### src/rtl/dual_issue_scoreboard_pkg.sv
// Shared constants for the dual-issue decode scoreboard: default widths,
// register-file size and the hard-wired zero register.
package dual_issue_scoreboard_pkg;

  localparam int unsigned DEF_ADDRESS_WIDTH = 5;
  localparam int unsigned DEF_CNT_WIDTH     = 2;
  localparam int unsigned REG_ZERO          = 0;

  function automatic int unsigned num_regs(input int unsigned aw);
    return 1 << aw;
  endfunction

  localparam int unsigned NUM_REGS = num_regs(DEF_ADDRESS_WIDTH);

endpackage

### src/rtl/dual_issue_scoreboard_counter.sv
// Pending-write counter for one architectural register: net up/down update,
// clamp at zero with an underflow flag, synchronous flush.
module scoreboard_counter
  import dual_issue_scoreboard_pkg::*;
#(
  parameter int unsigned CNT_WIDTH = DEF_CNT_WIDTH
) (
  input  logic                 clk,
  input  logic                 rst,
  input  logic                 flush_i,
  input  logic                 inc_i,
  input  logic [1:0]           dec_i,
  output logic [CNT_WIDTH-1:0] cnt_o,
  output logic                 underflow_o
);

  logic [CNT_WIDTH-1:0] cnt_q, cnt_d;
  logic [CNT_WIDTH:0]   sum, dec_ext;

  always_comb begin
    sum         = {1'b0, cnt_q} + (CNT_WIDTH+1)'(inc_i);
    dec_ext     = (CNT_WIDTH+1)'(dec_i);
    // Underflow is judged against the old count; flush suppresses it.
    underflow_o = !flush_i && (dec_ext > {1'b0, cnt_q});
    cnt_d       = '0;
    if (!flush_i && (sum >= dec_ext)) begin
      cnt_d = CNT_WIDTH'(sum - dec_ext);
    end
  end

  always_ff @(posedge clk or posedge rst) begin
    if (rst) begin
      cnt_q <= '0;
    end else begin
      cnt_q <= cnt_d;
    end
  end

  assign cnt_o = cnt_q;

endmodule

### src/rtl/dual_issue_scoreboard.sv
// Decode-stage hazard tracker for the dual-issue core: per-register pending
// write counts, slot issue decisions and sticky writeback-underflow error.
module dual_issue_scoreboard
  import dual_issue_scoreboard_pkg::*;
#(
  parameter int unsigned ADDRESS_WIDTH = DEF_ADDRESS_WIDTH,
  parameter int unsigned CNT_WIDTH     = DEF_CNT_WIDTH
) (
  input  logic                            clk,
  input  logic                            rst,
  input  logic                            flush,
  input  logic                            v1,
  input  logic                            rd1_we,
  input  logic [ADDRESS_WIDTH-1:0]        rd1,
  input  logic [ADDRESS_WIDTH-1:0]        rs1,
  input  logic [ADDRESS_WIDTH-1:0]        rs2,
  input  logic                            v2,
  input  logic                            rd2_we,
  input  logic [ADDRESS_WIDTH-1:0]        rd2,
  input  logic [ADDRESS_WIDTH-1:0]        rs4,
  input  logic [ADDRESS_WIDTH-1:0]        rs5,
  input  logic                            WE3,
  input  logic [ADDRESS_WIDTH-1:0]        AD3,
  input  logic                            WE6,
  input  logic [ADDRESS_WIDTH-1:0]        AD6,
  output logic                            issue1,
  output logic                            issue2,
  output logic [(1<<ADDRESS_WIDTH)-1:0]   busy,
  output logic                            err
);

  localparam int unsigned                  NREGS   = num_regs(ADDRESS_WIDTH);
  localparam logic [ADDRESS_WIDTH-1:0]     RZ      = ADDRESS_WIDTH'(REG_ZERO);
  localparam logic [CNT_WIDTH-1:0]         CNT_MAX = '1;

  logic [NREGS-1:0][CNT_WIDTH-1:0] cnt;
  logic [NREGS-1:0]                wb3_hit, wb6_hit, rdy, uf;
  logic [NREGS-1:1]                inc;
  logic                            sat1, sat2, raw_pair, waw_pair;
  logic                            err_q, err_d;

  // Same-cycle writeback is visible to decode (register file writes on negedge).
  always_comb begin
    wb3_hit = '0;
    wb6_hit = '0;
    rdy     = '0;
    for (int unsigned r = 0; r < NREGS; r++) begin
      wb3_hit[r] = WE3 && (AD3 == ADDRESS_WIDTH'(r));
      wb6_hit[r] = WE6 && (AD6 == ADDRESS_WIDTH'(r));
      rdy[r]     = (cnt[r] == '0) ||
                   ((cnt[r] == CNT_WIDTH'(1)) && (wb3_hit[r] || wb6_hit[r]));
    end
  end

  always_comb begin
    sat1     = rd1_we && (rd1 != RZ) && (cnt[rd1] == CNT_MAX);
    sat2     = rd2_we && (rd2 != RZ) && (cnt[rd2] == CNT_MAX);
    raw_pair = rd1_we && (rd1 != RZ) && ((rs4 == rd1) || (rs5 == rd1));
    waw_pair = rd1_we && rd2_we && (rd1 == rd2) && (rd1 != RZ);
    issue1   = v1 && rdy[rs1] && rdy[rs2] && !sat1;
    issue2   = issue1 && v2 && rdy[rs4] && rdy[rs5] && !sat2 && !raw_pair && !waw_pair;
  end

  // WAW split guarantees at most one increment per register per cycle.
  always_comb begin
    inc = '0;
    for (int unsigned r = 1; r < NREGS; r++) begin
      inc[r] = (issue1 && rd1_we && (rd1 == ADDRESS_WIDTH'(r))) ||
               (issue2 && rd2_we && (rd2 == ADDRESS_WIDTH'(r)));
    end
  end

  assign cnt[0] = '0;
  assign uf[0]  = 1'b0;

  for (genvar g = 1; g < NREGS; g++) begin : g_cnt
    scoreboard_counter #(
      .CNT_WIDTH(CNT_WIDTH)
    ) u_cnt (
      .clk        (clk),
      .rst        (rst),
      .flush_i    (flush),
      .inc_i      (inc[g]),
      .dec_i      (2'(wb3_hit[g]) + 2'(wb6_hit[g])),
      .cnt_o      (cnt[g]),
      .underflow_o(uf[g])
    );
  end

  always_comb begin
    err_d = err_q | (|uf);
  end

  always_ff @(posedge clk or posedge rst) begin
    if (rst) begin
      err_q <= 1'b0;
    end else begin
      err_q <= err_d;
    end
  end

  always_comb begin
    busy = '0;
    for (int unsigned r = 0; r < NREGS; r++) begin
      busy[r] = (cnt[r] != '0);
    end
  end

  assign err = err_q;

endmodule

### config.mk
export PLATFORM = sky130hd
export DESIGN_NAME = dual_issue_scoreboard
export DESIGN_NICKNAME = d
export VERILOG_FILES = /design/src/rtl/dual_issue_scoreboard_pkg.sv /design/src/rtl/dual_issue_scoreboard_counter.sv /design/src/rtl/dual_issue_scoreboard.sv
export SDC_FILE = /design/constraint.sdc
export NUM_CORES = 1
export LEC_CHECK = 0
export CORE_UTILIZATION = 25
export CTS_CLUSTER_DIAMETER = 80
export DETAILED_ROUTE_END_ITERATION = 12
export SLEW_MARGIN = 20
export SYNTH_ARGS = -nofsm -noshare
export SYNTH_HDL_FRONTEND = slang
export SYNTH_SLANG_ARGS = --single-unit
### constraint.sdc
create_clock -name clk -period 8.1 [get_ports clk]
set_clock_uncertainty 0.2 [all_clocks]
set_input_delay 1.62 -clock clk [delete_from_list [all_inputs] [get_ports clk]]
set_output_delay 1.62 -clock clk [all_outputs]
set_load 0.05 [all_outputs]
==> implementation parameters <==
Parameter                              Value

Status
  Run status    completed

Setup path
  Crit Path Category    in -> out
  Worst-path maximum fanout    6
  Crit path launch type    input pin
  Critical Path Max Stage Delay    0.55 ns
  Cell type group with the largest total delay on the critical path    simple AND/OR/NAND/NOR gates
  Critical path endpoint category    output port
  WP depth    13
  Startpoint of the worst-slack reg-to-reg timing path    g_cnt[11].u_cnt.cnt_o[0]
  Setup slack, reg-to-reg    3.28 ns
  Slowest stage cell, crit path    sky130_fd_sc_hd__clkdlybuf4s50_1
  Launch point of the critical path    WE3
  End of the critical path    issue2
  Required time at the endpoint of the critical path    6.28 ns
  Critical-path cell list    clkdlybuf4s50_1 -> nor2b_1 -> nand3_1 -> nor2_1 -> inv_1 -> ha_1 -> a21oi_1 -> a2111oi_0 -> or4b_1 -> o32a_1 -> nor3_4 -> and3_1 -> buf_4
  Count of buffer and inverter cells on the critical path    3
  Reg-to-Reg End    g_cnt[10].u_cnt.cnt_o[0]
  FF-to-FF path depth    11
  Data arrival time of the critical path    5.65 ns

Layout
  Share of post-route cells with drive strength above 1    0.0785
  Area of all placed cells without fillers    13000 µm²
  Signed area change from the synthesized netlist to the final layout    15.7%
  Utilization after layout    0.294
  Number of nets in the layout    1782

Clocking
  Latest clock arrival within the worst-skew pair    0.36 ns
  Clock tree from TritonCTS    yes
  Hold-fix buffer count after cts    0
  Worst-case clock buffer depth    2
  H-tree Lvls    3
  Clock buffers created by TritonCTS    9
  Resize count post-CTS    0
  Clk sink count    63
  Root Driver    sky130_fd_sc_hd__clkbuf_16
  Clock transition time at the flip-flop clock pins of the worst setup and hold paths    0.07 ns
  Setup Fix Bufs, Post-CTS    0

Die
  Die outline height    214 µm
  Number of top-level design ports    84
  Row Count    77
  Area of the core    44300 µm²
  Horizontal extent of the die    214 µm
  Initial standard-cell utilization of the core    0.254
  Area of the die    45900 µm²

Pwr
  Leakage Power    5.74 nW
  Combinational share of power    0.315
  Worst IR Drop VDD    0.0985 mV
  Net Sw Power    0.403 mW
  Fraction of power spent switching nets    0.368
  Seq pwr share    0.305
  Fraction of power consumed by the clock network    0.379
  Power density normalized to cell area    84.0 nW/µm²
  Pwr Total    1.10 mW
  Internal power of the cells    0.693 mW

Worst hold path
  Tightest Hold Check Type    reg -> reg
  Startpoint of the worst hold path    err

Drt
  Vias    10900
  Routed via count divided by cell count    5.25
  Drt pass-1 iters    6
  Number of design rule violations left after detail routing    0
  DRT iter0 DRCs    1107
  Number of nets with antenna violations after routing    0
  Detailed-route wire length    41.3 mm
  Average detailed-routed wire length per instance    19.8 µm

Synthesis
  Share of the synthesized area in the top cell type    0.241
  Number of flops mapped to enable cells by yosys    0
  Sequential share of the synthesized area    0.140
  Largest area contributor in the netlist    sky130_fd_sc_hd__ha_1
  Area of the mapped netlist    11300 µm²
  Number of warnings reported in the yosys synthesis log    0
  Mapped Avg Cell Area    7.91 µm²
  Ranking of synthesized cells by area    sky130_fd_sc_hd__ha_1, sky130_fd_sc_hd__dfrtp_1, sky130_fd_sc_hd__inv_1
  Synthesized netlist net count    1722
  Prevailing post-synth register cell    sky130_fd_sc_hd__dfrtp_1
  Synth cell types    68
  Top cell types by occurrence after synthesis    sky130_fd_sc_hd__inv_1, sky130_fd_sc_hd__ha_1, sky130_fd_sc_hd__a21oi_1, sky130_fd_sc_hd__nor2_1, sky130_fd_sc_hd__nand2_1
  Most common cell in the synthesized netlist    sky130_fd_sc_hd__inv_1
  Number of instances in the synthesized netlist    1425
  Share of flip-flops with an asynchronous set or reset after synthesis    1.00
  #FFs+latches synth    63

Placement
  Port-buffer cells    82
  Final RePlAce weighted congestion    0.984
  Placed instance area    12700 µm²
  HPWL after detailed placement    33.1 mm

Timing
  Fin Setup TNS    0 ns
  Hold Violations, Final    0
  Max_slew headroom    0.308
  Post-layout minimum cycle time    7.47 ns
  Slew at the pin closest to its max-slew limit    1.03 ns
  RSZ-0062 raised after global routing    false
  Final setup violation count    0
  Maximum operating frequency    134 MHz
  Tightest hold margin    0.282 ns
  Share of the clock period used by the worst path    0.923
  Final Slew Violations    0

GRT
  Initial antenna violation count    2
  Remaining Overflow, GRT    0
  Global-route total usage across every layer    0.182
  Global-route wire length before repair    63.7 mm
  Via count of the first global-routing pass    10600
  Largest net degree at the start of global routing    64

Run
  Max-capacitance violation count    0
[stage by stage]
stage | instances | worst slack (ns)
floorplan | 1425 | 1.53
global route | 2082 | 0.516
CTS | 2082 | 0.733
global placement | 2066 | 0.715
detailed placement | 2066 | 0.694
finish | 2083 | 0.628
[worst min path at each step]
stage | end | slack (ns) | depth (start not counted)
after detailed placement | err | 0.26 | 1
after global placement | err | 0.26 | 1
after global routing | err | 0.31 | 1
after CTS | err | 0.29 | 1
after floorplan | g_cnt[18].u_cnt.cnt_o[0] | 0.53 | 3
final | err | 0.28 | 1
[cell families after synthesis]
kind of cell | count (synthesis) | synth area share
buffers and inverters | 294 | 0.101
other | 1 | 0.000333
adder cells (fa/ha/maj) | 248 | 0.296
multiplexers | 40 | 0.0736
AND/OR/NAND/NOR | 461 | 0.201
flip-flops | 63 | 0.140
XOR/XNOR | 27 | 0.0210
AO/OA/AOI/OAI | 291 | 0.167
[metal layers]
metal	vias to the layer above	track usage	part of all wire
met4	4	0.0564	0.026
met1	5305	0.246	0.44
li1	5084	-	-
met3	55	0.0499	0.098
met5	-	0	0.00056
met2	498	0.280	0.44
[state kept, by name (all words and copies together), names as in the netlist]
signal,flops
g_cnt.u_cnt.cnt_o,62
err,1
[final cells by class]
cell class                      count  area (µm²)
Antenna cell                        1        2.50
Clock buffer                       12         246
Clock inverter                      4        45.0
Fill cell                        4753       31300
Inverter                          239         897
Multi-Input combinational cell   1068        8560
Sequential cell                    63        1580
Tap cell                          592         741
Timing Repair Buffer              104         976
[cells in the final DEF, fill, tap and decap left out, types with 9 or more instances in the layout]
cell type	count
sky130_fd_sc_hd__inv_1	237
sky130_fd_sc_hd__ha_1	217
sky130_fd_sc_hd__a21oi_1	127
sky130_fd_sc_hd__nor2_1	125
sky130_fd_sc_hd__nand2_1	93
sky130_fd_sc_hd__clkdlybuf4s50_1	79
sky130_fd_sc_hd__nand3_1	66
sky130_fd_sc_hd__dfrtp_1	63
sky130_fd_sc_hd__nor3_1	48
sky130_fd_sc_hd__mux4_2	34
sky130_fd_sc_hd__or2_2	32
sky130_fd_sc_hd__o22ai_1	32
sky130_fd_sc_hd__o31a_1	31
sky130_fd_sc_hd__fa_1	31
sky130_fd_sc_hd__nand2b_1	29
sky130_fd_sc_hd__buf_4	24
sky130_fd_sc_hd__o21ai_0	22
sky130_fd_sc_hd__xnor2_1	17
sky130_fd_sc_hd__nor2b_1	15
sky130_fd_sc_hd__a211oi_1	14
sky130_fd_sc_hd__nor4_1	13
sky130_fd_sc_hd__o32a_1	13
sky130_fd_sc_hd__nand4_1	10
sky130_fd_sc_hd__xor2_1	10
sky130_fd_sc_hd__clkbuf_16	9
[power by group through the flow]
stage               Combinational (mW)  Sequential, mW  Clock, mW
floorplan                        0.215           0.334          0
global placement                 0.335           0.340          0
detailed placement               0.339           0.341          0
CTS                              0.340           0.335      0.426
global route                     0.372           0.336      0.435
finish                           0.346           0.335      0.416
No activity file was read; power rests on OpenSTA's default activity.
